File: src/rtl/dmem_arb_pkg.sv
// Shared types and helpers for the data-memory arbiter.
// The fairness feature is enabled by defining DMEM_ARB_FAIRNESS_EN.
package dmem_arb_pkg;

    typedef enum logic [1:0] {
        S_PIPE      = 2'd0,
        S_DBG_ISSUE = 2'd1,
        S_DBG_WAIT  = 2'd2,
        S_DBG_RESP  = 2'd3
    } state_t;

    localparam logic [3:0]  WE_ALL         = 4'b1111;
    localparam int unsigned STARVE_MAX_DEF = 8;

    // Byte address to word address; callers keep the low ADDR_W bits.
    function automatic logic [31:0] word_addr(input logic [31:0] byte_addr);
        return {2'b00, byte_addr[31:2]};
    endfunction

endpackage

File: src/rtl/dmem_arb_age_counter.sv
// Saturating age counter for a waiting debug request; clear has priority over increment.
// Only instantiated when DMEM_ARB_FAIRNESS_EN is defined.
module dmem_arb_age_counter #(
    parameter int unsigned STARVE_MAX = 8
) (
    input  logic clk,
    input  logic reset,
    input  logic inc,
    input  logic clr,
    output logic at_max
);

    localparam int unsigned W = $clog2(STARVE_MAX + 1);

    logic [W-1:0] cnt_q;

    always_ff @(posedge clk) begin
        if (reset || clr) begin
            cnt_q <= '0;
        end else if (inc && !at_max) begin
            cnt_q <= cnt_q + W'(1);
        end
    end

    assign at_max = (cnt_q == W'(STARVE_MAX));

endmodule

File: src/rtl/dmem_arbiter.sv
// Shares the data-memory port between the MEM stage (priority) and the debug unit.
// Optional fairness guard against debug starvation: define DMEM_ARB_FAIRNESS_EN.
module dmem_arbiter
    import dmem_arb_pkg::*;
#(
    parameter int unsigned B          = 32,
    parameter int unsigned ADDR_W     = 10,
    parameter int unsigned RD_LAT     = 1,
    parameter int unsigned STARVE_MAX = STARVE_MAX_DEF
) (
    input  logic              clk,
    input  logic              reset,
    input  logic              pipe_req,
    input  logic              pipe_we,
    input  logic [B-1:0]      pipe_addr,
    input  logic [B-1:0]      pipe_wdata,
    input  logic              pipe_halt,
    output logic              pipe_stall,
    input  logic              dbg_req,
    input  logic              dbg_we,
    input  logic [B-1:0]      dbg_addr,
    input  logic [B-1:0]      dbg_wdata,
    output logic              dbg_ack,
    output logic [B-1:0]      dbg_rdata,
    output logic              mem_en,
    output logic [3:0]        mem_we,
    output logic [ADDR_W-1:0] mem_addr,
    output logic [B-1:0]      mem_wdata,
    input  logic [B-1:0]      mem_rdata
);

    // Last value of the wait counter before the read data is due.
    localparam logic [1:0] WAIT_LAST = (RD_LAT > 1) ? 2'(RD_LAT - 2) : 2'd0;

    state_t              state_q, state_d;
    logic [1:0]          wait_q, wait_d;
    logic                dbg_we_q;
    logic [ADDR_W-1:0]   dbg_addr_q;
    logic [B-1:0]        dbg_wdata_q;
    logic [B-1:0]        dbg_rdata_q;
    logic [ADDR_W-1:0]   pipe_word;
    logic [ADDR_W-1:0]   dbg_word;
    logic                preq;
    logic                force_req;
    logic                force_act;
    logic                grant_dbg;

    assign preq      = pipe_req & ~pipe_halt;
    assign force_act = force_req & dbg_req;
    assign grant_dbg = (state_q == S_PIPE) & dbg_req & (~preq | force_req);
    assign pipe_word = ADDR_W'(word_addr(32'(pipe_addr)));
    assign dbg_word  = ADDR_W'(word_addr(32'(dbg_addr)));

`ifdef DMEM_ARB_FAIRNESS_EN
    dmem_arb_age_counter #(
        .STARVE_MAX(STARVE_MAX)
    ) u_age_counter (
        .clk   (clk),
        .reset (reset),
        .inc   ((state_q == S_PIPE) & dbg_req & preq),
        .clr   (grant_dbg),
        .at_max(force_req)
    );
`else
    assign force_req = 1'b0;
`endif

    assign pipe_stall = preq & ((state_q != S_PIPE) | force_act);
    assign dbg_ack    = (state_q == S_DBG_RESP);
    // Read data goes straight through during the ack cycle, then the captured copy is held.
    assign dbg_rdata  = (dbg_ack && !dbg_we_q) ? mem_rdata : dbg_rdata_q;

    always_comb begin
        state_d   = state_q;
        wait_d    = wait_q;
        mem_en    = 1'b0;
        mem_we    = 4'b0000;
        mem_addr  = dbg_addr_q;
        mem_wdata = dbg_wdata_q;
        unique case (state_q)
            S_PIPE: begin
                mem_addr  = pipe_word;
                mem_wdata = pipe_wdata;
                mem_en    = preq & ~force_act;
                mem_we    = {4{preq & pipe_we & ~force_act}};
                if (grant_dbg) begin
                    state_d = S_DBG_ISSUE;
                end
            end
            S_DBG_ISSUE: begin
                mem_en  = 1'b1;
                mem_we  = dbg_we_q ? WE_ALL : 4'b0000;
                wait_d  = 2'd0;
                state_d = (dbg_we_q || RD_LAT <= 1) ? S_DBG_RESP : S_DBG_WAIT;
            end
            S_DBG_WAIT: begin
                if (wait_q == WAIT_LAST) begin
                    state_d = S_DBG_RESP;
                end else begin
                    wait_d = wait_q + 2'd1;
                end
            end
            S_DBG_RESP: begin
                state_d = S_PIPE;
            end
            default: begin
                state_d = S_PIPE;
            end
        endcase
    end

    always_ff @(posedge clk) begin
        if (reset) begin
            state_q     <= S_PIPE;
            wait_q      <= 2'd0;
            dbg_we_q    <= 1'b0;
            dbg_addr_q  <= '0;
            dbg_wdata_q <= '0;
            dbg_rdata_q <= '0;
        end else begin
            state_q <= state_d;
            wait_q  <= wait_d;
            if (grant_dbg) begin
                dbg_we_q    <= dbg_we;
                dbg_addr_q  <= dbg_word;
                dbg_wdata_q <= dbg_wdata;
            end
            if (state_q == S_DBG_RESP && !dbg_we_q) begin
                dbg_rdata_q <= mem_rdata;
            end
        end
    end

endmodule
File: config.mk
export PLATFORM = sky130hd
export DESIGN_NAME = dmem_arbiter
export DESIGN_NICKNAME = d
export VERILOG_FILES = /design/src/rtl/dmem_arb_pkg.sv /design/src/rtl/dmem_arb_age_counter.sv /design/src/rtl/dmem_arbiter.sv
export SDC_FILE = /design/constraint.sdc
export NUM_CORES = 1
export LEC_CHECK = 0
export CORE_ASPECT_RATIO = 1.4
export CORE_MARGIN = 2
export CORE_UTILIZATION = 37
export DETAILED_ROUTE_END_ITERATION = 6
export PLACE_DENSITY = 0.81
export SLEW_MARGIN = 20
export SYNTH_ARGS = -nofsm -noshare
export SYNTH_HDL_FRONTEND = slang
export SYNTH_SLANG_ARGS = --single-unit
export TNS_END_PERCENT = 5
File: constraint.sdc
create_clock -name clk -period 2.6 [get_ports clk]
set_input_delay 0.78 -clock clk [delete_from_list [all_inputs] [get_ports clk]]
set_output_delay 0.78 -clock clk [all_outputs]
set_load 0.01 [all_outputs]
==> impl_results.html <==
<table>
<tr><th>Metric</th><th>Value</th></tr>
<tr><th colspan="2">Global route</th></tr>
<tr><td>Vias in the first global route</td><td>~3800</td></tr>
<tr><td>Largest net degree at the start of global routing</td><td>45</td></tr>
<tr><td>Number of antenna violations at the first check in global routing</td><td>1</td></tr>
<tr><td>Grt met2 use</td><td>0.366</td></tr>
<tr><td>Total overflow reported by the global router</td><td>0</td></tr>
<tr><td>GRT met1 Usage</td><td>0.224</td></tr>
<tr><td>Global routing met3 resource utilization</td><td>0.0551</td></tr>
<tr><td>Most utilized layer in the global route result</td><td>met2</td></tr>
<tr><td>Overall Global Routing Usage</td><td>0.202</td></tr>
<tr><td>Global-route wire length before repair</td><td>around 19 mm</td></tr>
<tr><th colspan="2">Die</th></tr>
<tr><td>Die outline area</td><td>roughly 11000 um^2</td></tr>
<tr><td>Die Y</td><td>~120 um</td></tr>
<tr><td>Number of top-level pins</td><td>between 200 and 250</td></tr>
<tr><td>Die width</td><td>around 90 um</td></tr>
<tr><td>Number of core rows</td><td>44</td></tr>
<tr><td>Initial Utilization</td><td>0.375</td></tr>
<tr><td>Area of the core region</td><td>10200 um^2</td></tr>
<tr><th colspan="2">Timing</th></tr>
<tr><td>Worst hold slack after final layout</td><td>~0.47 ns</td></tr>
<tr><td>Unrepaired setup endpoints after global routing</td><td>yes</td></tr>
<tr><td>Number of max-slew violations in the final report</td><td>0</td></tr>
<tr><td>Period utilization</td><td>0.997</td></tr>
<tr><td>TNS Setup</td><td>0 ns</td></tr>
<tr><td>Achievable frequency</td><td>0.386 GHz</td></tr>
<tr><td>Final Hold Vio Count</td><td>0</td></tr>
<tr><td>Post-layout min period</td><td>between 2 and 3 ns</td></tr>
<tr><td>Final Skew</td><td>0.00854 ns</td></tr>
<tr><td>Worst-case headroom to the max-slew limit</td><td>0.637</td></tr>
<tr><td># setup viols final</td><td>0</td></tr>
<tr><td>Measured slew at the worst slew-check pin</td><td>around 0.54 ns</td></tr>
<tr><td>Final worst slack</td><td>between 0.006 and 0.007 ns</td></tr>
<tr><th colspan="2">Worst setup path</th></tr>
<tr><td>Worst endpoint required time</td><td>~1.8 ns</td></tr>
<tr><td>Worst path cell trace</td><td>clkdlybuf4s50_1 &gt; mux2_4 &gt; dlygate4sd2_1</td></tr>
<tr><td>Max stage delay cell, worst path</td><td>clkdlybuf4s50_1</td></tr>
<tr><td>Critical path data arrival time</td><td>1.81 ns</td></tr>
<tr><td>Startpoint type of the worst setup path</td><td>primary input</td></tr>
<tr><td>Critical path's top delay family</td><td>buffers and inverters</td></tr>
<tr><td>Longest individual stage delay on the worst path</td><td>about 0.45 ns</td></tr>
<tr><td>Start-to-end type of the worst setup path</td><td>in -&gt; out</td></tr>
<tr><td>Worst Setup End Kind</td><td>primary output</td></tr>
<tr><td>Crit Path Max Fanout</td><td>2</td></tr>
<tr><td>Worst path bufs/invs</td><td>2</td></tr>
<tr><th colspan="2">Synthesis</th></tr>
<tr><td>Top-count cell post-synth</td><td>dfxtp_1</td></tr>
<tr><td>Number of enable-type register cells in the synthesized netlist</td><td>0</td></tr>
<tr><td>Mapped Avg Cell Area</td><td>9.87 um^2</td></tr>
<tr><td>Post-synthesis sequential area ratio</td><td>0.412</td></tr>
<tr><td>Register bit total from synthesis</td><td>79</td></tr>
<tr><td>Most used standard cells in the synthesized netlist</td><td>dfxtp_1, a21oi_1, mux2_2, nand3_1, o21ai_0</td></tr>
<tr><td>Cell Area, Synth</td><td>3840 um^2</td></tr>
<tr><td>Synth Flop Type</td><td>dfxtp_1</td></tr>
<tr><td>Largest area contributor in the synthesized netlist</td><td>dfxtp_1</td></tr>
<tr><td>Number of warning messages in the yosys log</td><td>0</td></tr>
<tr><td>Fraction of registers with async set or reset after synthesis</td><td>0</td></tr>
<tr><td>Number of instances in the synthesized netlist</td><td>389</td></tr>
<tr><td>Top cells by area, synth</td><td>dfxtp_1, mux2_2, mux2_4, a21oi_1, nand3_1</td></tr>
<tr><td>Count of unique library cells instantiated by Yosys</td><td>24</td></tr>
<tr><td>Number of nets produced by synthesis</td><td>562</td></tr>
<tr><td>Yosys top cell area share</td><td>0.412</td></tr>
<tr><th colspan="2">Clock tree</th></tr>
<tr><td>Clock transition at the registers of the reported paths</td><td>0.06 ns</td></tr>
<tr><td>Clock latency on the worst-skew pair</td><td>0.33 ns</td></tr>
<tr><td>Clock Tree Root</td><td>clkbuf_16</td></tr>
<tr><td>Largest buffer count on any clock path</td><td>2</td></tr>
<tr><td>Sink count of the clock tree</td><td>between 70 and 80</td></tr>
<tr><td>Cts bufs inserted</td><td>9</td></tr>
<tr><td>TritonCTS clock tree</td><td>done</td></tr>
<tr><td>H-tree lvl count</td><td>3</td></tr>
<tr><th colspan="2">Layout</th></tr>
<tr><td>Area taken by flip-flops and latches</td><td>~1600 um^2</td></tr>
<tr><td>Synthesis-to-finish area growth</td><td>65.9%</td></tr>
<tr><td>Fraction of the core area covered by cells at the end of the flow</td><td>0.622</td></tr>
<tr><td>Fill cell count</td><td>around 900</td></tr>
<tr><td>Net count reported at finish</td><td>~770</td></tr>
<tr><td>Total area of multi-input combinational cells</td><td>2080 um^2</td></tr>
<tr><td>Fraction of layout instances using a drive strength above 1</td><td>0.291</td></tr>
<tr><th colspan="2">Detailed routing</th></tr>
<tr><td>Residual antenna-violating net count after detailed routing</td><td>0</td></tr>
<tr><td>Number of optimization iterations in the first detailed-route pass</td><td>6</td></tr>
<tr><td>Iteration-0 DRC count of the detailed router</td><td>~160</td></tr>
<tr><td>Routed length per instance</td><td>approximately 17 um</td></tr>
<tr><td>Via density</td><td>4.96</td></tr>
<tr><td>Detailed-route via count</td><td>about 3700</td></tr>
<tr><td>Total detailed-routing wirelength</td><td>~12 mm</td></tr>
<tr><td>Final routed DRC violation total</td><td>0</td></tr>
<tr><th colspan="2">Pwr</th></tr>
<tr><td>Overall power of the completed layout</td><td>around 5700 uW</td></tr>
<tr><td>Leakage Power</td><td>between 0.002 and 0.003 uW</td></tr>
<tr><td>Worst vdd rail ir drop</td><td>0.000429 V</td></tr>
<tr><td>Power density cells</td><td>899 nW/um^2</td></tr>
<tr><th colspan="2">Run</th></tr>
<tr><td>Maximum Capacitance Violations</td><td>0</td></tr>
<tr><th colspan="2">Place</th></tr>
<tr><td>Port Buffers</td><td>roughly 200</td></tr>
<tr><td>Placement-stage worst setup slack</td><td>-0.442 ns</td></tr>
<tr><td>Post-detailed-placement half-perimeter wirelength</td><td>about 8.3 mm</td></tr>
<tr><td>GP Congestion</td><td>0.739</td></tr>
<tr><th colspan="2">Min path</th></tr>
<tr><td>Class of the worst hold path</td><td>reg -&gt; reg</td></tr>
<tr><th colspan="2">Run status</th></tr>
<tr><td>Result of the run</td><td>finished clean</td></tr>
</table>
[worst min-delay path, delay by kind of cell, from the launching register on]
family / cells / cell delay (ns)
DFF: 1 / 0.30
AOI/OAI and AO/OA: 2 / 0.12
[placed cells by master (no fill, tap or decap), types with 3 or more instances in the layout]
cell type,instances
a21oi_1,45
nor2b_1,34
mux2_2,45
dfxtp_1,77
nand3_1,45
clkbuf_16,13
buf_6,3
ha_1,4
o21ai_0,43
clkbuf_2,34
nand2b_1,4
nor2_1,3
clkdlybuf4s15_1,7
clkdlybuf4s50_1,120
buf_2,5
buf_12,5
buf_4,19
mux2_4,30
nand2_1,3
dlygate4sd2_1,34
[metrics by stage]
step	area (um^2)	cells
after CTS	6250	723
final	6370	740
after global routing	6370	740
after global placement	6010	706
after detailed placement	6010	706
after floorplan	3840	389
[power by group]
part	internal (uW)	leakage [uW]	total, uW	switching, uW
Clock	770	0.000149	1260	494
Combinational	1710	0.00200	2970	1260
Sequential	1390	0.000643	1490	97.0
[final timing paths]
kind                       start             end  slack (ns)  cells past startpoint
setup / recovery   mem_rdata[15]   dbg_rdata[15]       0.007                      3
hold / removal    dbg_wdata_q[0]  dbg_wdata_q[0]        0.47                      2
setup reg to reg      state_q[1]      state_q[0]        0.71                      8
hold reg to reg   dbg_wdata_q[0]  dbg_wdata_q[0]        0.47                      2
[per-layer routing]
layer | vias to the layer above | wire length [um] | part of all wire
li1 | 1777 | - | -
met1 | 1713 | 4670 | 0.38
met2 | 165 | 6560 | 0.53
met3 | 14 | 936 | 0.076
met4 | 0 | 194 | 0.016
met5 | - | 0 | 0
[sequential cells by signal, indices dropped and copies added (netlist names)]
name and flops:
dbg_wdata_q 32, dbg_we_q 1, state_q 2, dbg_rdata_q 32, dbg_addr_q 10, wait_q 2
[cells by family (layout without fill, tap and decap cells)]
logic type	after synthesis	in the layout	synth area share
and+or+nand+nor	93	94	0.135
AOI/OAI and AO/OA	91	91	0.123
DFF	79	79	0.412
muxes	76	76	0.252
buffers and inverters	44	255	0.0590
adders and majority gates	6	6	0.0196
other	0	1	0
[final cells by class]
| class | instances | area share |
|---|---|---|
| Antenna cell | 1 | 0.000393 |
| Clock buffer | 11 | 0.0381 |
| Clock inverter | 5 | 0.00904 |
| Inverter | 4 | 0.00275 |
| Multi-Input combinational cell | 267 | 0.327 |
| Sequential cell | 79 | 0.250 |
| Tap cell | 138 | 0.0271 |
| Timing Repair Buffer | 235 | 0.346 |
[what timing repair did]
action,CTS,global route
pin swaps,2,3
resized for setup,105,84
cloned,1,5
setup endpoints to repair,80,73
setup buffers,0,11
hold buffers,0,0
Power figures use the tool's default switching activity.
